$ cat src/rtl/video_timing_gen.sv
// video_timing_gen: raster timing, aligned coordinates, SOF strobe and frame counter for the pixel interface.
// Define VTG_PATTERN_EN to replace the flat grey fill with scrolling colour bars.
module video_timing_gen #(
  parameter int H_ACTIVE = 1920,
  parameter int H_FP     = 88,
  parameter int H_SYNC   = 44,
  parameter int H_BP     = 148,
  parameter int V_ACTIVE = 1080,
  parameter int V_FP     = 4,
  parameter int V_SYNC   = 5,
  parameter int V_BP     = 36,
  parameter int SYNC_POL = 1
) (
  input  logic        clk_i,
  input  logic        rst_i,
  input  logic        cen_i,
  output logic [1:0]  vh_blank_o,
  output logic [2:0]  dvh_sync_o,
  output logic [23:0] vid_rgb_o,
  output logic [11:0] hcount_o,
  output logic [11:0] vcount_o,
  output logic        sof_o,
  output logic [15:0] frame_cnt_o
);
  localparam int H_TOTAL = H_ACTIVE + H_FP + H_SYNC + H_BP;
  localparam int V_TOTAL = V_ACTIVE + V_FP + V_SYNC + V_BP;
  localparam logic [11:0] HA    = 12'(H_ACTIVE);
  localparam logic [11:0] VA    = 12'(V_ACTIVE);
  localparam logic [11:0] HT_M1 = 12'(H_TOTAL - 1);
  localparam logic [11:0] VT_M1 = 12'(V_TOTAL - 1);
  localparam logic [11:0] HS0   = 12'(H_ACTIVE + H_FP);
  localparam logic [11:0] HS1   = 12'(H_ACTIVE + H_FP + H_SYNC);
  localparam logic [11:0] VS0   = 12'(V_ACTIVE + V_FP);
  localparam logic [11:0] VS1   = 12'(V_ACTIVE + V_FP + V_SYNC);
  localparam logic        SP    = SYNC_POL != 0;

  logic [11:0] h_cnt, v_cnt;
  logic        h_blank, v_blank, h_sync, v_sync, d_sync, sof;
  logic [23:0] rgb;

  always_comb begin
    h_blank = h_cnt >= HA;
    v_blank = v_cnt >= VA;
    h_sync  = h_cnt >= HS0 && h_cnt < HS1;
    v_sync  = v_cnt >= VS0 && v_cnt < VS1;
    d_sync  = ~h_blank & ~v_blank;
    sof     = h_cnt == '0 && v_cnt == '0;
  end

  // the line counter steps on the Hblank rising edge so Vblank/Vsync move together with Hblank
  always_ff @(posedge clk_i) begin
    if (rst_i) begin
      h_cnt       <= '0;
      v_cnt       <= '0;
      frame_cnt_o <= '0;
    end else if (cen_i) begin
      h_cnt <= h_cnt == HT_M1 ? '0 : h_cnt + 12'd1;
      if (h_cnt == HA - 12'd1) v_cnt <= v_cnt == VT_M1 ? '0 : v_cnt + 12'd1;
      if (sof) frame_cnt_o <= frame_cnt_o + 16'd1;
    end
  end

`ifdef VTG_PATTERN_EN
  localparam logic [11:0] BW = 12'(H_ACTIVE / 8);
  logic [11:0] scroll, pos, bar_q;
  logic [12:0] pos_sum;
  logic [2:0]  bar;
  // scroll advances on the frame wrap so every pixel of a frame shares one offset
  always_ff @(posedge clk_i) begin
    if (rst_i) scroll <= '0;
    else if (cen_i && h_cnt == HT_M1 && v_cnt == VT_M1) scroll <= scroll == HA - 12'd1 ? '0 : scroll + 12'd1;
  end
  always_comb begin
    pos_sum = {1'b0, h_cnt} + {1'b0, scroll};
    pos     = pos_sum >= {1'b0, HA} ? 12'(pos_sum - {1'b0, HA}) : pos_sum[11:0];
    bar_q   = pos / BW;
    bar     = bar_q > 12'd7 ? 3'd7 : bar_q[2:0];
    rgb     = d_sync ? {{8{~bar[1]}}, {8{~bar[2]}}, {8{~bar[0]}}} : '0;
  end
`else
  always_comb rgb = d_sync ? 24'h808080 : '0;
`endif

  always_ff @(posedge clk_i) begin
    if (rst_i) begin
      vh_blank_o <= 2'b11;
      dvh_sync_o <= {1'b0, ~SP, ~SP};
      vid_rgb_o  <= '0;
      hcount_o   <= '0;
      vcount_o   <= '0;
      sof_o      <= 1'b0;
    end else if (cen_i) begin
      vh_blank_o <= {v_blank, h_blank};
      dvh_sync_o <= {d_sync, v_sync ~^ SP, h_sync ~^ SP};
      vid_rgb_o  <= rgb;
      hcount_o   <= h_cnt;
      vcount_o   <= v_cnt;
      sof_o      <= sof;
    end
  end
endmodule

$ cat config.mk
export PLATFORM = sky130hd
export DESIGN_NAME = video_timing_gen
export DESIGN_NICKNAME = d
export VERILOG_FILES = /design/src/rtl/video_timing_gen.sv
export SDC_FILE = /design/constraint.sdc
export NUM_CORES = 1
export LEC_CHECK = 0
export ABC_CLOCK_PERIOD_IN_PS = 2400
export CAP_MARGIN = 10
export CORE_MARGIN = 1.5
export CORE_UTILIZATION = 41
export CTS_CLUSTER_SIZE = 10
export DETAILED_ROUTE_END_ITERATION = 8
export GPL_TIMING_DRIVEN = 0
export PLACE_DENSITY_LB_ADDON = 0.3
export SLEW_MARGIN = 20
export SYNTH_ARGS = -nofsm -noshare
export SYNTH_HDL_FRONTEND = slang
export SYNTH_SLANG_ARGS = --single-unit
$ cat constraint.sdc
create_clock -name clk_i -period 2.4 [get_ports clk_i]
set_input_delay 0.48 -clock clk_i [delete_from_list [all_inputs] [get_ports clk_i]]
set_output_delay 0.48 -clock clk_i [all_outputs]
set_load 0.05 [all_outputs]
* Word-level counts from Yosys, hierarchy flattened *
Index checks and enable logic that the tools add are counted.

word-level totals
  register bits = 94
  bits of input ports = 3
  output and inout port bits = 70
  word-level logic and storage cells = 34

operators by class
  add/sub/neg operators = 3
  $lt $le $gt $ge = 6
  equality and inequality tests = 3
  mux-type cells = 3
  bitwise logic cells = 3
  reductions and logical operators = 7

operators by type and width
  operator                                                                               count
  12-bit by 11-bit greater-or-equal comparator with 1-bit output, second input constant  4
  12-bit by 1-bit adder with 12-bit output, second input constant                        2
  12-bit by 11-bit equality test with 1-bit output, second input constant                2
  12-bit zero test                                                                       2
  12-bit 2-to-1 mux                                                                      2
  24-bit 2-to-1 mux                                                                      1
  16-bit by 1-bit adder with 16-bit output, second input constant                        1
  12-bit equality test, second input constant                                            1
  12-bit by 11-bit less-than comparator with 1-bit output, second input constant         1
  12-bit less-than comparator, second input constant                                     1
  2-bit AND reduction                                                                    2
  1-bit logical AND                                                                      3
  1-bit NOT                                                                              2
  1-bit AND                                                                              1

* Longest topological paths before layout *
Gate-level depths: netlist of run 1.

  word-level depth = 4
  mapped depth = 7
  gate-level depth less buffers = 6

* Least setup slack after synthesis of run 1 *
OpenSTA, ideal clock, no wires.

  kind = reg-to-reg
  start point = reg frame_cnt_o[0]
  end point = reg frame_cnt_o[14]
  library setup time = 71 ps
  arrival time = 2079 ps
  path slack = 251 ps
  cell stages (with the launch flop) = 7
  clock period less this slack = 2149 ps
  cell sequence = dfxtp_1 -> ha_1 -> nand3b_1 -> or4_4 -> buf_6 -> or4_1 -> a21oi_1

on the way
  cells in the longest elaborated chain, start to end = 1

ends and longest elaborated chain
  item                                      line  RTL
  start: declaration                        23    output logic [15:0] frame_cnt_o
  start signal: assignment                  59    if (sof) frame_cnt_o <= frame_cnt_o + 16'd1;
  16-bit by 1-bit adder with 16-bit output  59

No other way between the ends.
A chain may end at the register's enable or synchronous reset.

* Worst setup path after layout of run 1 *
  start point = reg v_cnt[8]
  end point = reg frame_cnt_o[13]

on the way
  cells in the longest elaborated chain, start to end = 3

ends and longest elaborated chain
  item                           line  RTL
  start: declaration             37    logic [11:0] h_cnt, v_cnt;
  start signal: assignment       58    if (h_cnt == HA - 12'd1) v_cnt <= v_cnt == VT_M1 ? '0 : v_cnt + 12'd1;
  12-bit zero test               47    sof = h_cnt == '0 && v_cnt == '0;
  1-bit logical AND              47
  2-bit AND reduction (no line)  n/a

No other way between the ends.

==> results.yml, run 1 <==
pwr:
  p_leak_nw: 1.69
  fin_total_pwr_mw: 2.62
  power.density_cell_area_nw_per_um2: 588
  internal_power_mw: 1.95
  swShare: 0.256
  combinationalPowerShare: 0.101
  vdd_ir_drop_max_v: 0.000365
  total_switching_power_mw: 0.669
  clock_power_share: 0.447
  share_seq_of_total_power: 0.452
synth:
  postSynth.topFlopCell: "dfxtp_1"
  post_synthesis_instance_area_um2: 3450
  synthesis.area_per_instance_um2: 8.68
  synth.yosys.warnings: 0
  synth-edff-count: 0
  synth-async-reset-ratio: 0
  synth.yosys.seq_area_share: 0.406
  number_of_unique_standard_cell_types_used_by_synthesis: 44
  postSynthRegisterBits: 70
  postSynthCellCount: 398
die:
  fp-row-count: 33
  starting_density: 0.422
  io-pin-count: 73
  core_region_area_um2: 8180
  die_x_um: 94.8
  floorplan.die.height_um: 94.8
  die_area_um2: 8980
final_layout:
  diodes: 0
  nets: 488
  final-instance-count-excl-fill: 589
  final_layout_size_suffix_gt1_frac: 0.128
  num-fill-cells: 763
  areaGrowthSynthToFinish_pct: 28.8
timing:
  finClkSkew_ps: 11.7
  finalHoldWorstSlack_ps: 457
  timing.setup.tns_ps: 0
  final-setup-viol-count: 0
  final-max-slew-violation-count: 0
  finalCritPeriodShare: 0.954
  layout_min_cycle_time_ps: 2290
  report.final.hold_viol_count: 0
  rsz0062_at_grt: "no"
  fmax_ghz: 0.437
  fin_ws_ps: 110
  slew-limit-headroom: 0.458
  worstMarginPinSlew_ps: 813
detailed_routing:
  avgRoutedWirePerCell_um: 13.7
  drt-initial-drc-count: 181
  detailroute.via_count: 3086
  final_wirelength_um: 8050
  ant_nets: 0
  drc_viols: 0
  via_per_inst: 5.24
  detailedRoute.firstPassIterationCount: 5
clocking:
  clk_pin_slew_ps: 80
  clock_tree.buffer_depth: 2
  cts.sink_count: 70
  cts-hold-fix-buffers: 0
  tritoncts: "yes"
  clkLatencyLatePin_ps: 360
  ctsHtreeMaxLevel: 3
  tritoncts.num_buffers: 9
  clock_tree.root_cell: "clkbuf_8"
grt:
  grt_usage: 0.184
  grt_antenna_before_repair: 0
  grt-ovfl-total: 0
  pin_count_of_the_biggest_net_entering_global_routing: 14
  grt_pass1_wl_um: 12900
  grt_pass1_vias: 2654
critical_path:
  crit_path_max_fanout: 10
  worst_ep_required_time_ps: 2680
  startpoint_type: "register"
  crit_arrival_ps: 2570
  crit_type: "register to register"
  critical_path.endpoint_type: "register"
placed_design:
  post-dp-hpwl_um: 5690
  io_buffer_count: 50
  numPlacedInstances: 573
  gp_routability_congestion: 0.808
  place_ws_ps: -461
min_path:
  timing.hold.worst.class: "register to register"
flow_run:
  maxCapViolCount: 0
outcome:
  outcome: "finished clean"
critical path: stages (launching register included):
cell and delay [ps]:
dfxtp_1 370, or4_4 560, or4_4 570, buf_6 160, or4_1 390, a21oi_1 160
metrics by stage:
stage                      util  area (um2)
after global routing      0.544        4450
final                     0.544        4450
after detailed placement  0.509        4160
after CTS                 0.542        4430
after global placement    0.509        4160
after floorplan               -        3530
cell type report:
class	instances	area [um2]	share of cell area
repair buffers	51	508	0.114
multi-input cells	284	1810	0.407
flip-flops and latches	70	1400	0.315
plain buffers	51	308	0.0692
well taps	105	131	0.0295
clock inverters	7	121	0.0273
clock buffers	9	124	0.0279
inverters	12	45.0	0.0101
layer usage:
layer  vias up  part of all wire  wire length, um  global-route usage
li1       1549                 -                -                   -
met1      1419              0.45             3650               0.243
met2       108              0.47             3790               0.293
met3        10             0.062              497              0.0330
met4         0             0.015              122              0.0796
met5         -                 0                0                   0
layout by cell type (no fill, tap or decap), drive strengths merged, types with 2 or more instances in the layout:
| cell type | synthesis | final |
|---|---|---|
| inv | 12 | 13 |
| conb | 1 | 21 |
| ha | 6 | 6 |
| nand3 | 14 | 14 |
| and4 | 4 | 4 |
| nand4 | 12 | 12 |
| dfxtp | 70 | 70 |
| a21oi | 32 | 32 |
| nor4 | 4 | 4 |
| or3 | 8 | 8 |
| o21ai | 11 | 11 |
| clkbuf | 17 | 26 |
| nand3b | 2 | 2 |
| nor2 | 42 | 42 |
| buf | 35 | 35 |
| xnor2 | 8 | 8 |
| or4 | 21 | 21 |
| nand4b | 5 | 5 |
| clkinv | 0 | 3 |
| nor3 | 6 | 6 |
| mux2i | 24 | 24 |
| o41ai | 3 | 3 |
| and3 | 4 | 4 |
| clkdlybuf4s50 | 0 | 50 |
| o31ai | 15 | 15 |
| bufinv | 0 | 3 |
| xor2 | 4 | 4 |
| nand2 | 27 | 27 |
cell usage after synthesis, types with 7 or more instances:
cell,count,area share
nand2_1,27,0.029
inv_1,12,0.013
buf_4,24,0.052
o31ai_1,15,0.033
a21oi_1,32,0.046
o21ai_0,11,0.016
xnor2_1,8,0.020
clkbuf_1,17,0.018
mux2i_1,24,0.070
nand4_1,11,0.020
dfxtp_1,70,0.41
or4_1,17,0.037
nand3_1,14,0.020
nor2_1,42,0.046
or3_1,7,0.013
path summary, 6_finish.rpt:
path	end	startpoint	slack, ps	cells after the start
max	frame_cnt_o[13]	v_cnt[8]	110	5
min	sof_o	sof_o	460	2
max reg2reg	frame_cnt_o[13]	v_cnt[8]	110	5
min reg2reg	sof_o	sof_o	460	2
what timing repair did:
action	CTS	global route
pin swaps	1	2
buffers inserted	1	0
resized for setup	3	5
setup endpoints to repair	13	22
logic make-up (layout without fill, tap and decap cells):
logic type / Yosys count / in the layout / share of synthesized area
compound gates: 66 / 66 / 0.121
xor+xnor: 12 / 12 / 0.0304
fa+ha+maj: 6 / 6 / 0.0217
buf+inv: 64 / 130 / 0.102
flops: 70 / 70 / 0.406
mux: 24 / 24 / 0.0696
other cells: 1 / 21 / 0.00109
simple gates: 155 / 155 / 0.249
registers in the layout, summed over array words and instances, names as in the netlist:
| name | count |
|---|---|
| frame_cnt_o | 16 |
| h_cnt | 12 |
| hcount_o | 12 |
| v_cnt | 12 |
| vcount_o | 12 |
| dvh_sync_o | 2 |
| vh_blank_o | 2 |
| sof_o | 1 |
| vid_rgb_o | 1 |
power groups by stage:
stage	registers (mW)	clock network [mW]	logic (mW)
floorplan	1.24	0	0.184
global placement	1.21	0	0.261
detailed placement	1.21	0	0.263
CTS	1.18	1.19	0.264
global route	1.18	1.24	0.281
finish	1.18	1.17	0.264
No activity file was read; power rests on OpenSTA's default activity.
==> inputs of run 2 (changes only) <==
--- a/config.mk
+++ b/config.mk
@@ -9,6 +9,7 @@
 export CAP_MARGIN = 10
 export CORE_MARGIN = 1.5
 export CORE_UTILIZATION = 41
+export CTS_BUF_LIST = sky130_fd_sc_hd__clkbuf_8
 export CTS_CLUSTER_SIZE = 10
 export DETAILED_ROUTE_END_ITERATION = 8
 export GPL_TIMING_DRIVEN = 0
==> results of run 2 <==
No change in the layout: final DEF, timing and power equal those of run 1.
